==> src/rtl/load_fire_unit_pkg.sv <==
// Shared LSU package for the load fire unit.
//   - default widths used to size the issue-register struct
//   - fire_state_e   : load fire FSM states
//   - issue_reg_t    : one-entry issue register (LDQ tag, address, ROB tag)
//   - rob_younger_or_equal : wrap-aware ROB age compare, shared with LDQ/STQ
package load_fire_unit_pkg;

  localparam int LSU_XLEN      = 32;
  localparam int LSU_ROB_TAG_W = 5;
  localparam int LSU_LDQ_TAG_W = 4;

  typedef enum logic {
    S_IDLE  = 1'b0,
    S_ISSUE = 1'b1
  } fire_state_e;

  typedef struct packed {
    logic [LSU_LDQ_TAG_W-1:0] tag;
    logic [LSU_XLEN-1:0]      address;
    logic [LSU_ROB_TAG_W-1:0] rob_tag;
  } issue_reg_t;

  // ROB tags carry an extra wrap bit, so age is the sign of the modular
  // difference: non-negative means tag is the same as or younger than ref_tag.
  function automatic logic rob_younger_or_equal(
    input logic [LSU_ROB_TAG_W-1:0] tag,
    input logic [LSU_ROB_TAG_W-1:0] ref_tag
  );
    logic [LSU_ROB_TAG_W-1:0] diff;
    diff = tag - ref_tag;
    return !diff[LSU_ROB_TAG_W-1];
  endfunction

endpackage

==> src/rtl/load_fire_unit_rotated_priority_select.sv <==
// Oldest-first picker over a head-rotated eligibility vector.
//   eligible : bit k = entry at (head + k) may fire; bit 0 is the oldest
//   head     : LDQ head tag
//   found    : at least one entry eligible
//   tag      : head + lowest eligible k, in LDQ tag arithmetic (wraps naturally)
module rotated_priority_select
  import load_fire_unit_pkg::*;
#(
  parameter int LDQ_SIZE      = 8,
  parameter int LDQ_TAG_WIDTH = LSU_LDQ_TAG_W
) (
  input  logic [LDQ_SIZE-1:0]      eligible,
  input  logic [LDQ_TAG_WIDTH-1:0] head,
  output logic                     found,
  output logic [LDQ_TAG_WIDTH-1:0] tag
);

  // NOTE: every output of a combinational block gets a default first, so no
  // path through the block leaves it unassigned and a latch is never inferred.
  always_comb begin
    found = 1'b0;
    tag   = '0;
    // Scan from youngest to oldest so the lowest set offset is the last write.
    for (int k = LDQ_SIZE - 1; k >= 0; k--) begin
      if (eligible[k]) begin
        found = 1'b1;
        tag   = head + LDQ_TAG_WIDTH'(k);
      end
    end
  end

endmodule

==> src/rtl/load_fire_unit.sv <==
// Load fire unit: picks the oldest fireable load from the LDQ, holds it in a
// one-entry issue register for the store-queue searcher, issues the memory
// request and reports the outcome (executed / sleep / forward) to the LDQ.
//
// Ports:
//   clk, reset (async, active-low)
//   ldq_rotated_*           : LDQ status vectors, head at bit 0
//   ldq_head, ldq_address, ldq_rob_tag : LDQ head and per-entry payload
//   search_*                : issue-register view and searcher result
//   mem_req_*               : memory load request handshake
//   load_fired*             : LDQ update strobe and outcome
//   flush, flush_rob_tag    : ROB flush, kills held loads same age or younger
//
// Build option LOAD_FIRE_STATS_EN adds 32-bit saturating event counters
// stat_fired_mem, stat_slept, stat_forwarded, stat_flushed.
module load_fire_unit
  import load_fire_unit_pkg::*;
#(
  parameter int XLEN          = LSU_XLEN,
  parameter int ROB_TAG_WIDTH = LSU_ROB_TAG_W,
  parameter int LDQ_SIZE      = 8,
  parameter int LDQ_TAG_WIDTH = LSU_LDQ_TAG_W,
  parameter int STQ_TAG_WIDTH = 4
) (
  input  logic                              clk,
  input  logic                              reset,
  input  logic [LDQ_SIZE-1:0]               ldq_rotated_valid,
  input  logic [LDQ_SIZE-1:0]               ldq_rotated_address_valid,
  input  logic [LDQ_SIZE-1:0]               ldq_rotated_sleeping,
  input  logic [LDQ_SIZE-1:0]               ldq_rotated_executed,
  input  logic [LDQ_TAG_WIDTH-1:0]          ldq_head,
  input  logic [LDQ_SIZE*XLEN-1:0]          ldq_address,
  input  logic [LDQ_SIZE*ROB_TAG_WIDTH-1:0] ldq_rob_tag,
  output logic                              search_valid,
  output logic [LDQ_TAG_WIDTH-1:0]          search_ldq_tag,
  output logic [XLEN-1:0]                   search_address,
  input  logic                              search_sleep,
  input  logic [ROB_TAG_WIDTH-1:0]          search_sleep_rob_tag,
  input  logic                              search_forward,
  input  logic [STQ_TAG_WIDTH-1:0]          search_forward_stq_tag,
  output logic                              mem_req_valid,
  input  logic                              mem_req_ready,
  output logic [XLEN-1:0]                   mem_req_address,
  output logic [ROB_TAG_WIDTH-1:0]          mem_req_rob_tag,
  output logic                              load_fired,
  output logic [LDQ_TAG_WIDTH-1:0]          load_fired_tag,
  output logic                              load_fired_sleep,
  output logic [ROB_TAG_WIDTH-1:0]          load_fired_sleep_rob_tag,
  output logic                              load_fired_forward,
  output logic [STQ_TAG_WIDTH-1:0]          load_fired_forward_tag,
  input  logic                              flush,
  input  logic [ROB_TAG_WIDTH-1:0]          flush_rob_tag
`ifdef LOAD_FIRE_STATS_EN
  ,
  output logic [31:0]                       stat_fired_mem,
  output logic [31:0]                       stat_slept,
  output logic [31:0]                       stat_forwarded,
  output logic [31:0]                       stat_flushed
`endif
);

  localparam int IDX_W = $clog2(LDQ_SIZE);

  fire_state_e state, state_next;
  issue_reg_t  held;

  logic [XLEN-1:0]          addr_arr [LDQ_SIZE];
  logic [ROB_TAG_WIDTH-1:0] rob_arr  [LDQ_SIZE];
  logic [LDQ_SIZE-1:0]      held_mask, eligible;
  logic [LDQ_TAG_WIDTH-1:0] held_offset, sel_tag;
  logic [IDX_W-1:0]         sel_idx;
  logic                     found, capture, release_held;
  logic                     kill, fire_sleep, fire_forward, fire_mem;

  for (genvar i = 0; i < LDQ_SIZE; i++) begin : g_unpack
    assign addr_arr[i] = ldq_address[i*XLEN +: XLEN];
    assign rob_arr[i]  = ldq_rob_tag[i*ROB_TAG_WIDTH +: ROB_TAG_WIDTH];
  end

  // The held entry's rotated offset is its distance from the current head;
  // masking it keeps the load from being picked twice while it is in flight
  // (including the release cycle, before the LDQ has seen the update).
  assign held_offset = held.tag - ldq_head;
  assign held_mask   = (state == S_ISSUE) ? (LDQ_SIZE'(1) << held_offset[IDX_W-1:0])
                                          : '0;
  assign eligible    = ldq_rotated_valid & ldq_rotated_address_valid &
                       ~ldq_rotated_sleeping & ~ldq_rotated_executed & ~held_mask;

  rotated_priority_select #(
    .LDQ_SIZE      (LDQ_SIZE),
    .LDQ_TAG_WIDTH (LDQ_TAG_WIDTH)
  ) u_select (
    .eligible (eligible),
    .head     (ldq_head),
    .found    (found),
    .tag      (sel_tag)
  );

  assign sel_idx = sel_tag[IDX_W-1:0];

  // State register.
  // NOTE: sequential state is updated with non-blocking assignments so every
  // flop samples pre-edge values regardless of process evaluation order.
  always_ff @(posedge clk or negedge reset) begin
    if (!reset) state <= S_IDLE;
    else        state <= state_next;
  end

  // Outcome decode: sleep beats forward, forward beats memory; a killed load
  // reports nothing and drops its request regardless of ready.
  always_comb begin
    kill          = 1'b0;
    fire_sleep    = 1'b0;
    fire_forward  = 1'b0;
    mem_req_valid = 1'b0;
    if (state == S_ISSUE) begin
      if (flush && rob_younger_or_equal(held.rob_tag, flush_rob_tag)) kill          = 1'b1;
      else if (search_sleep)                                          fire_sleep    = 1'b1;
      else if (search_forward)                                        fire_forward  = 1'b1;
      else                                                            mem_req_valid = 1'b1;
    end
  end

  assign fire_mem     = mem_req_valid & mem_req_ready;
  assign release_held = fire_sleep | fire_forward | fire_mem;
  // A flush cycle never captures: the candidate may itself be on the killed path.
  assign capture      = found & ~flush & ((state == S_IDLE) | release_held);

  // Next-state logic.
  always_comb begin
    state_next = state;
    unique case (state)
      S_IDLE:  if (capture) state_next = S_ISSUE;
      S_ISSUE: begin
        if (kill)              state_next = S_IDLE;
        else if (release_held) state_next = capture ? S_ISSUE : S_IDLE;
      end
      default: state_next = S_IDLE;
    endcase
  end

  // Issue register. These are ordinary control-path flops, so they are
  // cleared by reset to keep every derived output at zero until a capture.
  always_ff @(posedge clk or negedge reset) begin
    if (!reset) begin
      held <= '0;
    end else if (capture) begin
      held.tag     <= sel_tag;
      held.address <= addr_arr[sel_idx];
      held.rob_tag <= rob_arr[sel_idx];
    end
  end

  assign search_valid             = (state == S_ISSUE);
  assign search_ldq_tag           = held.tag;
  assign search_address           = held.address;
  assign mem_req_address          = held.address;
  assign mem_req_rob_tag          = held.rob_tag;
  assign load_fired               = release_held;
  assign load_fired_tag           = held.tag;
  assign load_fired_sleep         = fire_sleep;
  assign load_fired_forward       = fire_forward;
  assign load_fired_sleep_rob_tag = fire_sleep   ? search_sleep_rob_tag   : '0;
  assign load_fired_forward_tag   = fire_forward ? search_forward_stq_tag : '0;

`ifdef LOAD_FIRE_STATS_EN
  always_ff @(posedge clk or negedge reset) begin
    if (!reset) begin
      stat_fired_mem <= '0;
      stat_slept     <= '0;
      stat_forwarded <= '0;
      stat_flushed   <= '0;
    end else begin
      if (fire_mem     && stat_fired_mem != '1) stat_fired_mem <= stat_fired_mem + 32'd1;
      if (fire_sleep   && stat_slept     != '1) stat_slept     <= stat_slept     + 32'd1;
      if (fire_forward && stat_forwarded != '1) stat_forwarded <= stat_forwarded + 32'd1;
      if (kill         && stat_flushed   != '1) stat_flushed   <= stat_flushed   + 32'd1;
    end
  end
`endif

endmodule

==> config.mk <==
export PLATFORM = sky130hd
export DESIGN_NAME = load_fire_unit
export DESIGN_NICKNAME = d
export VERILOG_FILES = /design/src/rtl/load_fire_unit_pkg.sv /design/src/rtl/load_fire_unit_rotated_priority_select.sv /design/src/rtl/load_fire_unit.sv
export SDC_FILE = /design/constraint.sdc
export NUM_CORES = 1
export LEC_CHECK = 0
export CAP_MARGIN = 5
export CORE_AREA = 2 2 173 175
export DETAILED_ROUTE_END_ITERATION = 7
export DIE_AREA = 0 0 175 177
export PLACE_DENSITY_LB_ADDON = 0.3
export SLEW_MARGIN = 30
export SYNTH_ARGS = -nofsm -noshare
export SYNTH_HDL_FRONTEND = slang
export SYNTH_SLANG_ARGS = --single-unit
==> constraint.sdc <==
create_clock -name clk -period 4.1 [get_ports clk]
set_input_delay 0.41 -clock clk [delete_from_list [all_inputs] [get_ports clk]]
set_output_delay 0.41 -clock clk [all_outputs]
set_load 0.1 [all_outputs]
==> flow_summary_export.csv <==
group,metric,value,unit
finish,post-route-util,36.44,%
yosys,syn-num-nets,1003,
sta,hold_viol,0,
finish,fin_nets,1445,
setup_path,critPathKind,"in -> reg",
setup_path,slowest_stage,"clkdlybuf4s50_1",
floorplanning,start_util,17.95,%
sta,whs,0.2359,ns
global_route,grt_max_degree,52,
setup_path,crit_path_start,"ldq_head[0]",
floorplanning,coreArea,0.02924,sq mm
run,maxCapViolations,0,
setup_path,cp.buffers_inverters,4,
sta,max_freq,253.3,MHz
setup_path,path_cells,"clkdlybuf4s50_1 > ha_1 > inv_1 > fa_1 > buf_4 > xor3_2 > nand4bb_1 > a21o_1 > a311oi_4 > o21ai_2 > nand2_4 > buf_16 > mux2i_1 > o22ai_1 > a2111o_1",
setup_path,critPathRequiredTime,4.28,ns
setup_path,startpoint_type,"input port",
placement,place_congestion,0.8739,
setup_path,slowest_delay,0.48,ns
sta,setup_viol,0,
routing,dr.pass1.iters,5,
yosys,synthAdderAreaFrac,3.003,%
floorplanning,ios,443,
global_route,overflow,0,
sta,slew_headroom,31.14,%
routing,drc,0,
yosys,synth_compound_area_share,27.88,%
finish,stdcell_count,1472,
clocking,clkLatencyLatePin,0.30,ns
routing,vias_per_cell,4.621,
routing,vias,6802,
finish,syn_to_final_growth,103.0,%
status,status,"completed",
yosys,syn-mean-instance-area,8.216,sq um
floorplanning,rows,63,
global_route,track_usage,17.52,%
yosys,async_reset_ff_share,100.0,%
yosys,synth_top_family_by_area,"compound AO/OA/AOI/OAI gates",
global_route,grt_pass1_wl,41390,microns
routing,drtIter0Drc,315,
yosys,synth_simple_gate_area_share,17.52,%
sta,grt_setup_unrepaired,"true",
global_route,antenna_found_initial,0,
clocking,postCtsSetupBuffers,0,
routing,drt_wl_total,28830,microns
power_and_ir_drop,max-vdd-ir-drop,0.4090,mV
finish,drive_above_1_share,12.57,%
sta,final.setup.tns,0,ns
power_and_ir_drop,leakage,4.343,nW
clocking,clock-sinks,42,
placement,dp.cells,1463,
clocking,cts.clk_slew.worst_paths,0.07,ns
clocking,numCtsBuffers,5,
placement,portBuffers,442,
clocking,clock_path_buffers,2,
power_and_ir_drop,power.density,534.1,mW/mm^2
finish,final_area,0.01066,sq mm
routing,ant_nets,0,
yosys,synthXorXnorAreaFrac,1.883,%
floorplanning,fp.dieH,177,microns
yosys,synth_cells,639,
yosys,mappedNetlistArea,0.005250,sq mm
yosys,synth_edf_count,0,
setup_path,worst_ep_arrival_time,4.12,ns
setup_path,critPathMaxFanout,20,
sta,maxSlewViolCount,0,
yosys,yosysWarnings,0,
routing,routedWlPerCell,19.58,microns
sta,finClkSkew,0.007248,ns
yosys,ys_ff_latch,42,
sta,min_period,3.948,ns
setup_path,cp-end-kind,"register",
hold_path,hold_class,"in -> async",
setup_path,rr_startpoint,"load_fired_tag[0]$_DFFE_PN0P_",
clocking,cts_tree,"done",
clocking,ctsHtreeMaxLevel,2,
yosys,synth.distinct_cells,64,
sta,tightest_slew,1.030,ns
finish,diodes,0,
floorplanning,die_w,175,microns
global_route,grt_pass1_vias,7056,
yosys,yosysSeqAreaShare,20.02,%
yosys,synthFlopType,"dfrtp_1",
sta,layout_worst_path_cycle_share,96.29,%
placement,dp_hpwl,23330,microns
yosys,yosys-mux-area-fraction,18.92,%
floorplanning,die-area,0.03098,sq mm
clocking,root_buffer,"clkbuf_16",
setup_path,cpLargestDelayFamily,"compound AO/OA/AOI/OAI gates",
placement,placed_cell_area,0.01042,sq mm
[state kept, by name, summed over array words and instances (netlist names)]
| signal | count |
|---|---|
| mem_req_rob_tag | 5 |
| search_valid | 1 |
| load_fired_tag | 4 |
| mem_req_address | 32 |
[where the power goes]
group | internal [W] | switching [W] | total, W
combinational | 0.00132 | 0.00312 | 0.00444
clock | 0.000289 | 0.000198 | 0.000486
sequential | 0.000580 | 0.000186 | 0.000766
total | 0.00219 | 0.00350 | 0.00569
[worst paths after layout]
check                                                        to  slack (ns)  depth (start not counted)
min in group clk                 mem_req_address[8]$_DFFE_PN0P_        0.53                          1
worst max-delay path            mem_req_address[13]$_DFFE_PN0P_        0.15                         15
max in group asynchronous         load_fired_tag[0]$_DFFE_PN0P_        3.38                          2
worst max register to register  mem_req_address[13]$_DFFE_PN0P_        0.28                         15
worst min-delay path            mem_req_address[24]$_DFFE_PN0P_        0.24                          2
worst min register to register   mem_req_address[8]$_DFFE_PN0P_        0.53                          1
[cell usage after synthesis, drive strengths merged (10+ instances only)]
| library cell | instances | area, sq um |
|---|---|---|
| a2111o | 26 | 292.8 |
| a21oi | 64 | 320.3 |
| a2bb2oi | 10 | 93.84 |
| and2 | 12 | 75.07 |
| and3 | 10 | 62.56 |
| buf | 70 | 490.5 |
| clkbuf | 12 | 45.04 |
| dfrtp | 42 | 1051 |
| ha | 11 | 137.6 |
| mux2 | 10 | 112.6 |
| mux2i | 88 | 880.8 |
| nand2 | 125 | 469.2 |
| o21ai | 15 | 82.58 |
| o221ai | 10 | 87.58 |
| o22ai | 31 | 200.2 |
[layout make-up]
cell class	count	area [sq um]
flip-flops and latches	42	1052
inverters	8	30.03
fillers	3014	18590
multi-input cells	507	3701
well taps	390	488.0
clock buffers	6	128.9
clock inverters	2	37.54
repair buffers	517	5219
[cell usage in the layout (no fill, tap or decap), types with 3 or more instances in the layout]
| cell | n |
|---|---|
| nor4bb_1 | 6 |
| and2_1 | 8 |
| xnor2_1 | 3 |
| clkbuf_16 | 6 |
| o22ai_1 | 30 |
| a2111o_1 | 26 |
| o221ai_1 | 10 |
| dfrtp_1 | 41 |
| mux2_2 | 10 |
| o21ai_1 | 5 |
| a31oi_1 | 5 |
| and2_2 | 4 |
| buf_4 | 65 |
| nand2_1 | 122 |
| and3_1 | 10 |
| a221oi_1 | 8 |
| mux2i_1 | 85 |
| buf_6 | 3 |
| inv_1 | 8 |
| xor2_1 | 3 |
| buf_12 | 18 |
| nand3_1 | 5 |
| o21ai_0 | 8 |
| clkdlybuf4s50_1 | 427 |
| a211o_1 | 3 |
| nor2_1 | 6 |
| ha_1 | 11 |
| a2bb2oi_1 | 9 |
| mux2i_2 | 3 |
| a21oi_1 | 63 |
| nand2b_1 | 5 |
| a21o_1 | 3 |
[kinds of logic after synthesis]
family,Yosys count
compound gates,199
xor+xnor,8
fa+ha+maj,12
buf+inv,90
flops,42
mux,98
simple gates,190
[what timing repair did]
item / CTS / global route
endpoints found under the setup margin: 0 / 17
gates resized for setup: 0 / 13
hold endpoints to repair: 0 / 0
hold buffers: 0 / 0
[through the flow]
| stage | setup slack [ns] | total power [W] |
|---|---|---|
| after floorplan | -0.1385 | 0.004011 |
| after global placement | -0.1045 | 0.005199 |
| after detailed placement | -0.2066 | 0.005199 |
| after CTS | 0.1223 | 0.005722 |
| after global routing | -0.002431 | 0.005911 |
| final | 0.1522 | 0.005692 |
[layer usage]
| layer | track usage, % | routed length (microns) | up-vias | part of all wire, % |
|---|---|---|---|---|
| met5 | 0 | 0 | - | 0 |
| met4 | 4.931 | 745 | 0 | 2.6 |
| met3 | 3.501 | 1947 | 45 | 6.8 |
| met2 | 30.48 | 14180 | 347 | 49 |
| met1 | 21.94 | 11960 | 3154 | 41 |
| li1 | - | - | 3256 | - |
Power figures use the tool's default switching activity.
